File: src/rtl/alu_div.sv
// rtl/alu_div.sv - multi-cycle restoring divider for DIV/DIVU/REM/REMU
// One quotient bit per cycle; divide-by-zero and signed overflow resolve without iterating.
module alu_div #(
  parameter int CPU_WIDTH = 32
) (
  input  logic                 clk,
  input  logic                 rst,
  input  logic                 div_start_i,
  input  logic [1:0]           div_op_i,
  input  logic [CPU_WIDTH-1:0] dividend_i,
  input  logic [CPU_WIDTH-1:0] divisor_i,
  input  logic                 div_flush_i,
  output logic [CPU_WIDTH-1:0] div_result_o,
  output logic                 div_res_ready_o,
  output logic                 div_busy_o
);

  typedef enum logic [1:0] {IDLE, CALC, DONE} state_t;

  state_t state, next_state;

  logic        op_rem, neg_q, neg_r;
  logic [31:0] dvd, dsr, rem;
  logic [4:0]  cnt;

  logic        in_signed, in_rem, div_zero, overflow, special;
  logic [31:0] abs_dvd, abs_dsr, special_res;
  logic [32:0] rem_sh;
  logic        rem_ge;
  logic [31:0] rem_nx, quo_nx, final_res;

  assign in_signed = ~div_op_i[0];
  assign in_rem    = div_op_i[1];
  assign abs_dvd   = (in_signed && dividend_i[31]) ? -dividend_i : dividend_i;
  assign abs_dsr   = (in_signed && divisor_i[31]) ? -divisor_i : divisor_i;
  assign div_zero  = (divisor_i == 32'h0000_0000);
  assign overflow  = in_signed && (dividend_i == 32'h8000_0000) && (divisor_i == 32'hFFFF_FFFF);
  assign special   = div_zero || overflow;
  assign special_res = div_zero ? (in_rem ? dividend_i : 32'hFFFF_FFFF)
                                : (in_rem ? 32'h0000_0000 : 32'h8000_0000);

  // Partial remainder keeps a carry bit so divisors above 2^31 compare correctly.
  // The dividend register doubles as the quotient: bits shift out the top, quotient bits in the bottom.
  assign rem_sh    = {rem, dvd[31]};
  assign rem_ge    = (rem_sh >= {1'b0, dsr});
  assign rem_nx    = rem_ge ? (rem_sh[31:0] - dsr) : rem_sh[31:0];
  assign quo_nx    = {dvd[30:0], rem_ge};
  assign final_res = op_rem ? (neg_r ? -rem_nx : rem_nx) : (neg_q ? -quo_nx : quo_nx);

  always_ff @(posedge clk or posedge rst) begin
    if (rst) state <= IDLE;
    else     state <= next_state;
  end

  always_comb begin
    next_state = state;
    case (state)
      IDLE: if (div_start_i && !div_flush_i) next_state = special ? DONE : CALC;
      CALC: begin
        if (div_flush_i)         next_state = IDLE;
        else if (cnt == 5'd31)   next_state = DONE;
      end
      DONE:    next_state = IDLE;
      default: next_state = IDLE;
    endcase
  end

  always_ff @(posedge clk or posedge rst) begin
    if (rst) begin
      op_rem          <= 1'b0;
      neg_q           <= 1'b0;
      neg_r           <= 1'b0;
      dvd             <= '0;
      dsr             <= '0;
      rem             <= '0;
      cnt             <= '0;
      div_result_o    <= '0;
      div_res_ready_o <= 1'b0;
      div_busy_o      <= 1'b0;
    end else begin
      div_res_ready_o <= (next_state == DONE);
      div_busy_o      <= (next_state != IDLE);
      case (state)
        IDLE: begin
          if (next_state != IDLE) begin
            op_rem <= in_rem;
            neg_q  <= in_signed && (dividend_i[31] ^ divisor_i[31]);
            neg_r  <= in_signed && dividend_i[31];
            dvd    <= abs_dvd;
            dsr    <= abs_dsr;
            rem    <= '0;
            cnt    <= '0;
          end
          if (next_state == DONE) div_result_o <= special_res;
        end
        CALC: begin
          if (!div_flush_i) begin
            dvd <= quo_nx;
            rem <= rem_nx;
            if (cnt != 5'd31) cnt <= cnt + 5'd1;
            if (next_state == DONE) div_result_o <= final_res;
          end
        end
        default: ;
      endcase
    end
  end

endmodule

File: config.mk
export PLATFORM = sky130hd
export DESIGN_NAME = alu_div
export DESIGN_NICKNAME = d
export VERILOG_FILES = /design/src/rtl/alu_div.sv
export SDC_FILE = /design/constraint.sdc
export NUM_CORES = 1
export LEC_CHECK = 0
export ABC_CLOCK_PERIOD_IN_PS = 5800
export CAP_MARGIN = 20
export CORE_ASPECT_RATIO = 1.2
export CORE_MARGIN = 4
export CORE_UTILIZATION = 25
export CTS_BUF_LIST = sky130_fd_sc_hd__clkbuf_16
export CTS_CLUSTER_DIAMETER = 150
export CTS_CLUSTER_SIZE = 28
export DETAILED_ROUTE_END_ITERATION = 16
export HOLD_SLACK_MARGIN = 0.12
export PLACE_DENSITY_LB_ADDON = 0.12
export SETUP_SLACK_MARGIN = 0.3
export SLEW_MARGIN = 0
export SYNTH_ARGS = -nofsm -noshare
export SYNTH_HDL_FRONTEND = slang
export SYNTH_SLANG_ARGS = --single-unit
File: constraint.sdc
create_clock -name clk -period 5.8 [get_ports clk]
set_input_delay 1.45 -clock clk [delete_from_list [all_inputs] [get_ports clk]]
set_output_delay 1.45 -clock clk [all_outputs]
set_load 0.05 [all_outputs]
# ---- Word level (Yosys, flattened, before mapping)
# Index checks and enable logic that the tools add are counted.
# Widths: inputs -> output; s select.
dict set report word_totals {
  regBits 140
  output_inout_bits 34
  elab_cells 75
}
dict set report classes {
  add_sub_neg 6
  magnitude_cmp 1
  eq_ne 11
  n_mux 28
  bitwise_logic 2
  n_reduce_logical 16
}
# cell n
set ops {}
lappend ops {{$mux 32} 16}
lappend ops {{$pmux 32 s2} 3}
lappend ops {{$neg 32->32} 4}
lappend ops {{$eq 32x32->1 const B} 2}
lappend ops {{$ge 33x32->1} 1}
lappend ops {{$logic_not 32->1} 1}
lappend ops {{$sub 32x32->32} 1}
lappend ops {{$mux 5} 3}
lappend ops {{$ne 2x2->1 const B} 5}
lappend ops {{$pmux 5 s2} 1}
lappend ops {{$mux 2} 4}
lappend ops {{$reduce_and 4->1} 2}
lappend ops {{$logic_and 1x1->1} 6}
lappend ops {{$add 5x1->5 const B} 1}
lappend ops {{$eq 5x5->1 const B} 1}
lappend ops {{$ne 5x5->1 const B} 1}
lappend ops {{$pmux 2 s2} 1}
lappend ops {{$reduce_bool 2->1} 2}
lappend ops {{$reduce_and 3->1} 1}
lappend ops {{$eq 2x1->1 const B} 1}
lappend ops {{$eq 2x2->1 const B} 1}
lappend ops {{$logic_not 2->1} 1}
lappend ops {{$reduce_and 2->1} 1}
lappend ops {{$logic_not 1->1} 1}
lappend ops {{other kinds (3)} 3}

# ---- Depth between registers and ports, before layout
dict set report depth {
  ltp_word 11
  depth_mapped 25
}

# ---- Least setup slack after synthesis
# No wires, ideal clock.
dict set report synth_path {
  path_kind {reg2reg}
  start {reg rem[7]}
  end {reg div_result_o[30]}
  t_arrival_ns 4.796
  required_ns 5.701
  path_slack_ns 0.904
  path_stages_with_launch 22
  synth_period_minus_slack_ns 4.896
  path_cell_list {dfrtp_1 -> ha_1 -> a21oi_1 -> o21ai_1 -> a221o_1 -> o211ai_2 -> nand2_2 -> inv_2 -> buf_2 -> buf_2 -> buf_1 -> ha_1 -> nand2_1 -> or3_1 -> or4_4 -> or4_4 -> o21ai_1 -> xnor2_1 -> nor2_1 -> a21oi_1 -> o221ai_1 -> a311oi_1}
}
dict set report synth_between {
  elab_chain_len 8
  elab_cells_between_ends 11
  cone_classes {add/sub (3); order compare (1); mux (7)}
}
# item line
set synth_rtl {}
lappend synth_rtl {{from (decl)} 23} ;# logic [31:0] dvd, dsr, rem;
lappend synth_rtl {{from (signal assigned)} 99} ;# rem <= rem_nx;
lappend synth_rtl {{$sub 32x32->32 / $ge 33x32->1 (equally long branches)} {46, 45}}
lappend synth_rtl {{$mux 32} 46} ;# assign rem_nx = rem_ge ? (rem_sh[31:0] - dsr) : rem_sh[31:0];
lappend synth_rtl {{$neg 32->32} 48} ;# assign final_res = op_rem ? (neg_r ? -rem_nx : rem_nx) : (neg_q ? -quo_nx : quo_nx);
lappend synth_rtl {{$mux 32} 48}
lappend synth_rtl {{$mux 32 *} 48}
lappend synth_rtl {{$mux 32 *} 101} ;# if (next_state == DONE) div_result_o <= final_res;
lappend synth_rtl {{$mux 32 *} 97} ;# if (!div_flush_i) begin
lappend synth_rtl {{$pmux 32 s2 *} 83} ;# case (state)
lappend synth_rtl {{to (signal assigned)} 94} ;# if (next_state == DONE) div_result_o <= special_res;
lappend synth_rtl {{to (signal assigned)} 101}
lappend synth_rtl {{to (decl)} 13} ;# output logic [CPU_WIDTH-1:0] div_result_o,
# Mark *: on every way between the ends. The rest lies on a longest branch, timed or not. The select of a mux whose other input is x is not followed.
# A chain may end at the register's enable or synchronous reset.

# ---- Final worst setup path
dict set report layout_path {
  start {in dividend_i[1]}
  end {reg div_result_o[30]}
}
dict set report layout_between {
  elab_chain_len 10
  elab_cells_between_ends 11
  cone_classes {eq/ne (4); mux (3); reduce/logical (4)}
}
# item line
set layout_rtl {}
lappend layout_rtl {{from (decl)} 10} ;# input logic [CPU_WIDTH-1:0] dividend_i,
lappend layout_rtl {{$eq 32x32->1 *} 37} ;# assign overflow = in_signed && (dividend_i == 32'h8000_0000) && (divisor_i == 32'hFFFF_FFFF);
lappend layout_rtl {{$logic_and 1x1->1 * (2 in series)} 37}
lappend layout_rtl {{$logic_or 1x1->1 *} 38} ;# assign special = div_zero || overflow;
lappend layout_rtl {{$mux 2 * (2 in series)} 58} ;# IDLE: if (div_start_i && !div_flush_i) next_state = special ? DONE : CALC;
lappend layout_rtl {{$pmux 2 s2 *} 57} ;# case (state)
lappend layout_rtl {{$eq 2x2->1 *} {94, 101}}
lappend layout_rtl {{$ne 2x2->1 (no line)} n/a}
lappend layout_rtl {{$reduce_and 4->1 (no line) *} n/a}
# Mark *: on every way between the ends. The rest lies on a longest branch, timed or not.

==> impl_metrics.toml <==
[detailed_routing]
routed_via_density = 5.19
num_vias = 11400
postRouteWirelength_um = 46100
wl_per_cell_um = 21.0
drc_errors = 0
ant_nets = 0
first_pass_iters = 5
first_iter_violations = 554

[grt]
antenna_found_initial = 1
grt_pass1_wl_um = 70200
grt_usage_pct = 18.4
grt_max_degree = 91
grt_pass1_vias = 11200
grt-ovfl-total = 0

[power]
p_sw_mw = 3.79
clkPwrFrac_pct = 14.4
powerDensity_nw_per_um2 = 525
swShare_pct = 52.3
peakVddDrop_v = 0.000165
pwr-share-comb_pct = 65.0
p_leak_nw = 5.56
p_total_mw = 7.25
power.internal_mw = 3.45
pwr-share-seq_pct = 20.6

[sta]
relSlewSlack_pct = 22.8
setup_viol = 0
tns_ps = 0
layout_worst_path_cycle_share_pct = 85.7
tightestPinTransition_ps = 1150
fin_hold_ws_ps = 473
slew_violations = 0
hold_viol = 0
fin_skew_ps = 13.3
clock.fmax_mhz = 201
period_needed_ps = 4970
rsz0062_at_grt = "false"

[worst_setup_path]
crit_arrival_ps = 5340
reg2reg_depth = 19
regToRegSetupSlack_ps = 870
critPathKind = "primary input to register"
r2r_end = "div_result_o[28]$_DFFE_PP0P_"
cp_max_fo = 37
cp-end-kind = "register"
cp-start-kind = "primary input"
endpoint = "div_result_o[30]$_DFFE_PP0P_"
crit_start = "dividend_i[1]"
reg2reg_from = "rem[17]$_DFFE_PP0P_"
critPathRequiredTime_ps = 6170

[logic_synthesis]
yosys_warnings = 0
synth_flop_cell = "dfrtp_1"
ys_ff_latch = 140
syn_inst = 1495
synth_async_sr_flop_share_pct = 100
synth_edf_count = 0
syn_nets = 1605
synth_area_per_cell_um2 = 7.73
ys_seq_area_share_pct = 30.3
syn-cell-area_um2 = 11500
synth.area.top_cells = "dfrtp_1, o21ai_0, nand2_1"
netlist.area_leader.share_pct = 30.3
synth_common_cells = "nand2_1, o21ai_0, dfrtp_1, a21oi_1, nor2_1"
synth_top_area_cell = "dfrtp_1"
synth.distinct_cells = 81
yosysMostFrequentCell = "nand2_1"

[clock_network]
cts.sinks = 140
cts_made_buffers = 17
cts_tree = "yes"
cts_root_buf = "clkbuf_16"
ctsResizeCount = 0
clk_pin_slew_worst_paths_ps = 70
clock_latency_ps = 470
clk_path_buf_depth = 2
htree_levels = 4
post-cts-setup-buffers = 0
cts_hold_buf = 0

[floorplan]
coreArea_um2 = 45800
ioPinCount = 104
initial_core_util_pct = 25.2
die_y_um = 243
dieArea_um2 = 49700
fp-row-count = 86
die_w_um = 204

[placement]
place_area_um2 = 13300
gp_congestion = 0.909
place_hpwl_um = 35600
dp.cells = 2163
io_buffers = 103

[finish]
stdcell_count = 2194
finish.net_count = 1676
n_antenna_cell = 0
final_area_um2 = 13800
area.growth.synth_to_final_pct = 19.6
drive_gt1_share_pct = 6.21

[flow_run]
cap_violations = 0

[worst_hold_path]
min_path_type = "register to register"

[outcome]
status = "complete, no violations"
[worst max-delay path, cell delays in order]
cell,delay (ps)
clkdlybuf4s50_1,470
inv_1,150
ha_1,190
nor3b_1,410
nand4_1,340
nor4_1,570
nand3_1,340
nor2_1,220
nor2_1,80
o21a_1,210
inv_2,480
o221ai_1,200
a311oi_1,220
[how the worst min path moves through the flow]
stage / from / end / slack, ps / depth (start not counted)
final: cnt[4]$_DFFE_PP0P_ / cnt[4]$_DFFE_PP0P_ / 470 / 2
after global routing: dsr[16]$_DFFE_PP0P_ / dsr[16]$_DFFE_PP0P_ / 500 / 2
after CTS: cnt[4]$_DFFE_PP0P_ / cnt[4]$_DFFE_PP0P_ / 480 / 2
after detailed placement: cnt[4]$_DFFE_PP0P_ / cnt[4]$_DFFE_PP0P_ / 470 / 2
after global placement: neg_q$_DFFE_PP0P_ / neg_q$_DFFE_PP0P_ / 470 / 2
after floorplan: cnt[4]$_DFFE_PP0P_ / cnt[4]$_DFFE_PP0P_ / 440 / 2
[registers in the layout (all words and copies together), names as in the netlist]
| register | flops |
|---|---|
| dsr | 32 |
| div_res_ready_o | 1 |
| state | 2 |
| op_rem | 1 |
| dvd | 32 |
| cnt | 5 |
| div_result_o | 32 |
| rem | 32 |
| neg_r | 1 |
| div_busy_o | 1 |
| neg_q | 1 |
[placed cells by master (no fill, tap or decap), types with 14 or more instances in the layout]
master and count:
o211ai_1 20, buf_4 34, nor2_1 115, or3_1 17
nor4_1 17, nor3_1 28, nand2_1 200, dfrtp_1 140
xor2_1 49, a211oi_1 14, a21oi_1 118, ha_1 38
nand3_1 21, nand4_1 25, o21ai_0 189, a31oi_1 28
mux2i_1 26, inv_1 65, clkdlybuf4s50_1 103, clkbuf_16 17
xnor2_1 81, o31ai_1 32
[power by group through the flow]
stage | logic [mW] | clock network [mW] | registers, mW
6_report | 4.71 | 1.04 | 1.50
5_1_grt | 5.19 | 1.12 | 1.53
4_1_cts | 4.69 | 1.07 | 1.49
3_5_place_dp | 4.66 | 0 | 1.51
3_3_place_gp | 4.67 | 0 | 1.51
2_1_floorplan | 3.30 | 0 | 1.39
[layout make-up]
cell class	instances	area, µm²
clock buffer	17	425
clock inverter	14	87.6
sequential	140	3500
multi-input combinational	1203	7480
timing repair buffer	137	1290
tap	616	771
fill	5088	32000
inverter	67	256
[routing by layer]
metal	up-vias	track usage (%)	part of all wire [%]
met5	-	0	0
met4	0	4.97	1.8
met3	35	2.05	4.2
met2	283	31.9	50
met1	5523	24.2	44
li1	5544	-	-
[metrics by stage]
step                utilization [%]  setup WS [ps]
floorplan                         -            597
global placement               29.0            337
detailed placement             29.0            315
CTS                            30.1            692
global route                   30.1            403
finish                         30.1            831
[cells by family (layout without fill, tap and decap cells)]
logic type / after synthesis / count (layout) / share of synthesized area [%]
adder cells (fa/ha/maj): 40 / 40 / 4.40
multiplexers: 31 / 31 / 2.74
flip-flops: 140 / 140 / 30.3
XOR/XNOR: 130 / 130 / 9.86
buffers and inverters: 152 / 235 / 5.21
AO/OA/AOI/OAI: 501 / 501 / 26.8
AND/OR/NAND/NOR: 501 / 501 / 20.7
No activity file was read; power rests on OpenSTA's default activity.
